<file path="src/rtl/spi_peripheral.sv">
// rtl/spi_peripheral.sv - SPI mode-0 responder, oversampled by the local system clock
module spi_peripheral #(
  parameter int                W_Data    = 32,
  parameter int                W_Counter = 5,
  parameter logic [W_Data-1:0] FILL_WORD = '0
) (
  input  logic              clk,
  input  logic              rst,
  input  logic [W_Data-1:0] tx_data,
  input  logic              tx_valid,
  output logic              tx_ready,
  output logic [W_Data-1:0] rx_data,
  output logic              rx_valid,
  output logic              tx_underrun,
  output logic              frame_abort,
  input  logic              spi_clk,
  input  logic              ss_n,
  input  logic              MOSI_in,
  output logic              MISO_out,
  output logic              miso_oe
);

  typedef enum logic [1:0] {
    S_IDLE  = 2'd0,
    S_LOAD  = 2'd1,
    S_SHIFT = 2'd2
  } state_t;

  logic [2:0]           r_sclk_sync;
  logic [2:0]           r_ss_sync;
  logic [1:0]           r_mosi_sync;
  logic [1:0]           r_settle;
  logic                 r_ss_armed;

  state_t               r_state;
  logic [W_Data-1:0]    r_hold;
  logic                 r_tx_ready;
  logic [W_Data-2:0]    r_shift_tx;
  logic [W_Data-1:0]    r_shift_rx;
  logic [W_Counter-1:0] r_count;
  logic                 r_word_done;
  logic [W_Data-1:0]    r_rx_data;
  logic                 r_rx_valid;
  logic                 r_underrun;
  logic                 r_abort;
  logic                 r_miso;
  logic                 r_oe;

  logic                 w_sclk_rise;
  logic                 w_sclk_fall;
  logic                 w_ss_fall;
  logic                 w_ss_rise;
  logic                 w_mosi;
  logic                 w_accept;
  logic                 w_reload;
  logic                 w_load;
  logic [W_Data-1:0]    w_load_word;

  // A frame may only start once ss_n has been seen high with real samples,
  // so a select line already low when reset releases is ignored.
  always_ff @(posedge clk or negedge rst) begin
    if (!rst) begin
      r_sclk_sync <= 3'b000;
      r_ss_sync   <= 3'b111;
      r_mosi_sync <= 2'b00;
      r_settle    <= 2'b00;
      r_ss_armed  <= 1'b0;
    end else begin
      r_sclk_sync <= {r_sclk_sync[1:0], spi_clk};
      r_ss_sync   <= {r_ss_sync[1:0], ss_n};
      r_mosi_sync <= {r_mosi_sync[0], MOSI_in};
      r_settle    <= {r_settle[0], 1'b1};
      if (r_settle[1] && r_ss_sync[1]) begin
        r_ss_armed <= 1'b1;
      end
    end
  end

  assign w_sclk_rise = r_sclk_sync[1] & ~r_sclk_sync[2];
  assign w_sclk_fall = ~r_sclk_sync[1] & r_sclk_sync[2];
  assign w_ss_fall   = r_ss_armed & r_ss_sync[2] & ~r_ss_sync[1];
  assign w_ss_rise   = r_ss_sync[1] & ~r_ss_sync[2];
  assign w_mosi      = r_mosi_sync[1];

  assign w_accept    = tx_valid & r_tx_ready;
  assign w_reload    = (r_state == S_SHIFT) & ~w_ss_rise & w_sclk_fall & (r_count == '0);
  assign w_load      = (r_state == S_LOAD) | w_reload;
  assign w_load_word = r_tx_ready ? FILL_WORD : r_hold;

  always_ff @(posedge clk or negedge rst) begin
    if (!rst) begin
      r_state     <= S_IDLE;
      r_hold      <= '0;
      r_tx_ready  <= 1'b1;
      r_shift_tx  <= '0;
      r_shift_rx  <= '0;
      r_count     <= '0;
      r_word_done <= 1'b0;
      r_rx_data   <= '0;
      r_rx_valid  <= 1'b0;
      r_underrun  <= 1'b0;
      r_abort     <= 1'b0;
      r_miso      <= 1'b0;
      r_oe        <= 1'b0;
    end else begin
      r_rx_valid  <= r_word_done;
      r_word_done <= 1'b0;
      r_underrun  <= 1'b0;
      r_abort     <= 1'b0;
      if (r_word_done) begin
        r_rx_data <= r_shift_rx;
      end

      // Accept only into an empty hold, consume only a full one: never both.
      if (w_accept) begin
        r_hold     <= tx_data;
        r_tx_ready <= 1'b0;
      end else if (w_load && !r_tx_ready) begin
        r_tx_ready <= 1'b1;
      end

      if (w_load) begin
        r_shift_tx <= w_load_word[W_Data-2:0];
        r_miso     <= w_load_word[W_Data-1];
        r_underrun <= r_tx_ready;
      end

      case (r_state)
        S_IDLE: begin
          r_miso  <= 1'b0;
          r_oe    <= 1'b0;
          r_count <= '0;
          if (w_ss_fall) begin
            r_state <= S_LOAD;
          end
        end
        S_LOAD: begin
          r_count <= '0;
          r_oe    <= 1'b1;
          r_state <= S_SHIFT;
        end
        S_SHIFT: begin
          if (w_ss_rise) begin
            r_state <= S_IDLE;
            r_oe    <= 1'b0;
            r_miso  <= 1'b0;
            r_count <= '0;
            if (r_count != '0) begin
              r_abort <= 1'b1;
            end
          end else begin
            if (w_sclk_rise) begin
              r_shift_rx <= {r_shift_rx[W_Data-2:0], w_mosi};
              if (r_count == W_Counter'(W_Data - 1)) begin
                r_count     <= '0;
                r_word_done <= 1'b1;
              end else begin
                r_count <= r_count + W_Counter'(1);
              end
            end
            if (w_sclk_fall && (r_count != '0)) begin
              r_shift_tx <= {r_shift_tx[W_Data-3:0], 1'b0};
              r_miso     <= r_shift_tx[W_Data-2];
            end
          end
        end
        default: begin
          r_state <= S_IDLE;
        end
      endcase
    end
  end

  assign tx_ready    = r_tx_ready;
  assign rx_data     = r_rx_data;
  assign rx_valid    = r_rx_valid;
  assign tx_underrun = r_underrun;
  assign frame_abort = r_abort;
  assign MISO_out    = r_miso;
  assign miso_oe     = r_oe;

endmodule
</file>
<file path="config.mk">
export PLATFORM = sky130hd
export DESIGN_NAME = spi_peripheral
export DESIGN_NICKNAME = d
export VERILOG_FILES = /design/src/rtl/spi_peripheral.sv
export SDC_FILE = /design/constraint.sdc
export NUM_CORES = 1
export LEC_CHECK = 0
export CORE_MARGIN = 2
export CORE_UTILIZATION = 41
export CTS_CLUSTER_SIZE = 40
export DETAILED_ROUTE_END_ITERATION = 6
export GPL_ROUTABILITY_DRIVEN = 0
export HOLD_SLACK_MARGIN = 0.12
export PLACE_DENSITY = 0.74
export SLEW_MARGIN = 5
export SYNTH_ARGS = -nofsm -noshare
export SYNTH_HDL_FRONTEND = slang
export SYNTH_SLANG_ARGS = --single-unit
</file>
<file path="constraint.sdc">
create_clock -name clk -period 3.1 [get_ports clk]
set_clock_uncertainty 0.05 [all_clocks]
set_input_delay 0.93 -clock clk [delete_from_list [all_inputs] [get_ports clk]]
set_output_delay 0.93 -clock clk [all_outputs]
set_load 0.01 [all_outputs]
</file>
==> results by group <==
Routing
  • WL/cell: 15.25 µm
  • Starting DRC count in detailed routing: 171
  • Via/cell ratio: 5.182
  • Drc violations: 0
  • Initial DRT Pass Iterations: 4
  • Final WL: 11230 µm
  • Via count: 3814
  • Post-DRT Antenna Nets: 0

GRT
  • Vias in the first global route: 3856
  • Global route overflow: 0
  • Largest net degree at the start of global routing: 63
  • Initial antenna violation count: 0
  • Total GRT Usage: 0.1490
  • First-pass GRT wire length: 19070 µm

Synthesis
  • EDFF count, synth: 0
  • Cells after Synth: 459
  • Ys flop type: dfrtp_1
  • Post-Syn Nets: 500
  • Yosys warns: 0
  • Flip-flop and latch count after synthesis: 152
  • Distinct cells, synth: 39
  • Mean Syn Cell Area: 13.67 µm²
  • Seq/Total Area, Yosys: 0.6069
  • Synthesized area: 0.006276 mm²
  • Ys async rst share: 1.000

Setup path
  • Setup crit end kind: primary output
  • Crit-path max cell delay: 640 ps
  • Critical path's top delay family: flip-flops
  • Slowest-stage cell, CP: dfstp_2
  • Critical Path RT: 2120 ps
  • Critical path launch point type: register
  • Reg2Reg Setup Slack: 770 ps
  • CP Cell Sequence: clkdlybuf4s50_1
  • Crit path DAT: 1630 ps
  • Worst-path maximum fanout: 6
  • CP Buf/Inv Count: 1
  • Crit Path Class: register to primary output

CTS
  • Post-CTS Resized: 0
  • Sink Count: 152
  • Num CTS Buffers: 17
  • Clk slew on worst S/H paths: 60 ps
  • Clk Latency, worst-skew pair: 420 ps
  • CTS tree: built
  • Longest Clk Path Bufs: 2
  • Setup Fix Bufs, Post-CTS: 0
  • # H-tree levels: 4
  • Root Buffer: clkbuf_16
  • Post-CTS Hold Buffers: 0

Power
  • Internal power: 4398 µW
  • Comb power frac: 0.207
  • Power density cells: 778.3 mW/mm²
  • Worst vdd ir: 0.5381 mV
  • Sequential share of power: 0.449
  • Switching pwr: 1697 µW
  • Clock power frac: 0.344
  • Leak pwr: 0.003562 µW
  • Sw Ratio: 0.2785

Timing
  • Setup TNS: 0 ps
  • Crit share post-route: 0.8408
  • Achievable clock frequency: 383.7 MHz
  • Pins Over Slew Limit: 0
  • Fin worst setup slack: 493.5 ps
  • Actual slew at the worst max-slew pin: 747.0 ps
  • Slew margin rel.: 0.5020
  • RSZ-0062 raised after global routing: no
  • Final worst path period need: 2607 ps
  • Final Hold Vio Count: 0
  • Final setup vio count: 0

Die
  • Top Ports: 76
  • Die Y: 127.7 µm
  • Core area: 0.01509 mm²
  • Starting Density: 0.4159
  • Chip width: 127.7 µm
  • Row cnt: 45
  • Full die area: 0.01631 mm²

Job
  • Max Cap Viol: 0

Placement
  • Port buffer count: 75
  • Setup WS pre-CTS: 742.4 ps
  • Hpwl dp: 7205 µm

Final layout
  • Final #Nets: 576
  • Layout cells sized above 1: 0.3193
  • Antenna diodes: 0
  • Area growth from synthesis to layout: 24.78%

Hold path
  • Worst Hold Class: register to register

Status
  • Status: finished, final reports clean
cell usage after synthesis, types with 2 or more instances:
library cell    n  area [µm²]
o221ai_2       28       420.4
clkbuf_1        6       22.52
o221ai_1        2       17.52
mux2_2         96        1081
o211ai_1        4       30.03
ha_1            3       37.54
buf_1          11       41.29
nand2_1        36       135.1
and3_1          2       12.51
buf_6           3       33.78
and2_1          2       12.51
dfstp_2         4       105.1
inv_1          35       131.4
nand2b_1        7       43.79
nand3_1        33       165.2
nor2_1          5       18.77
dfrtp_1       148        3704
buf_2           7       35.03
nor2b_1         3       18.77
o21ai_0         4       20.02
o2bb2ai_1       2       17.52
final timing paths:
kind / start / endpoint / depth (start not counted)
hold / removal: r_sclk_sync[0] / r_sclk_sync[1] / 0
hold reg to reg: r_sclk_sync[0] / r_sclk_sync[1] / 0
setup reg to reg: r_count[0] / r_shift_tx[17] / 7
setup / recovery: tx_ready / tx_ready / 1
min in group asynchronous: rst / rx_data[4] / 1
max in group asynchronous: rst / r_hold[14] / 2
metal layers:
metal	GRT usage	vias up	wire, µm
met1	0.1950	1940	5119
li1	-	1767	-
met4	0.05430	0	133
met3	0.03965	16	501
met5	0	-	0
met2	0.2403	91	5471
final cells by class:
type / count / area [µm²]
Fill cell: 1256 / 7258
Sequential cell: 152 / 3809
Multi-Input combinational cell: 244 / 2196
Timing Repair Buffer: 85 / 852.1
Clock buffer: 21 / 460.4
Tap cell: 188 / 235.2
Clock inverter: 11 / 147.6
Inverter: 35 / 131.4
state kept, by name, indices dropped and copies added (netlist names), 2 cells and up:
| signal | count |
|---|---|
| r_hold | 32 |
| r_mosi_sync | 2 |
| rx_data | 32 |
| r_shift_tx | 31 |
| r_ss_sync | 3 |
| r_sclk_sync | 3 |
| r_count | 5 |
| r_state | 2 |
| r_settle | 2 |
| r_shift_rx | 32 |
logic make-up after synthesis:
| group | Yosys count | share of synthesized area |
|---|---|---|
| flip-flops | 152 | 0.6069 |
| AND/OR/NAND/NOR | 94 | 0.07496 |
| buffers and inverters | 63 | 0.04326 |
| adder cells (fa/ha/maj) | 3 | 0.005981 |
| other | 1 | 0.0005975 |
| multiplexers | 97 | 0.1738 |
| AO/OA/AOI/OAI | 49 | 0.09450 |
cell usage in the layout, fill, tap and decap left out, drive strengths merged, types with 5 or more instances in the layout:
cell and instances:
inv 35, buf 11, o211ai 5, mux2 96, dfrtp 148, nand3 33
clkbuf 21, nand2 36, nor2 7, o221ai 30, clkdlybuf4s50 74, nand2b 7
per-stage QoR:
stage            util  hold WS [ps]  area (µm²)  cells  power (µW)
2_1_floorplan       -         281.2        6276    459        3684
3_3_place_gp   0.4787         283.3        7223    704        3956
3_5_place_dp   0.4787         285.6        7223    704        4042
4_1_cts        0.5190         299.0        7831    736        6178
5_1_grt        0.5190         306.0        7831    736        6440
6_report       0.5190         297.7        7831    736        6095
power by group through the flow:
stage,Clock [µW],Sequential [µW],Combinational [µW]
global route,2240,2790,1410
CTS,2150,2740,1290
detailed placement,0,2770,1270
global placement,0,2740,1210
finish,2100,2740,1260
floorplan,0,2670,1010
(Power assumes the default switching activity.)
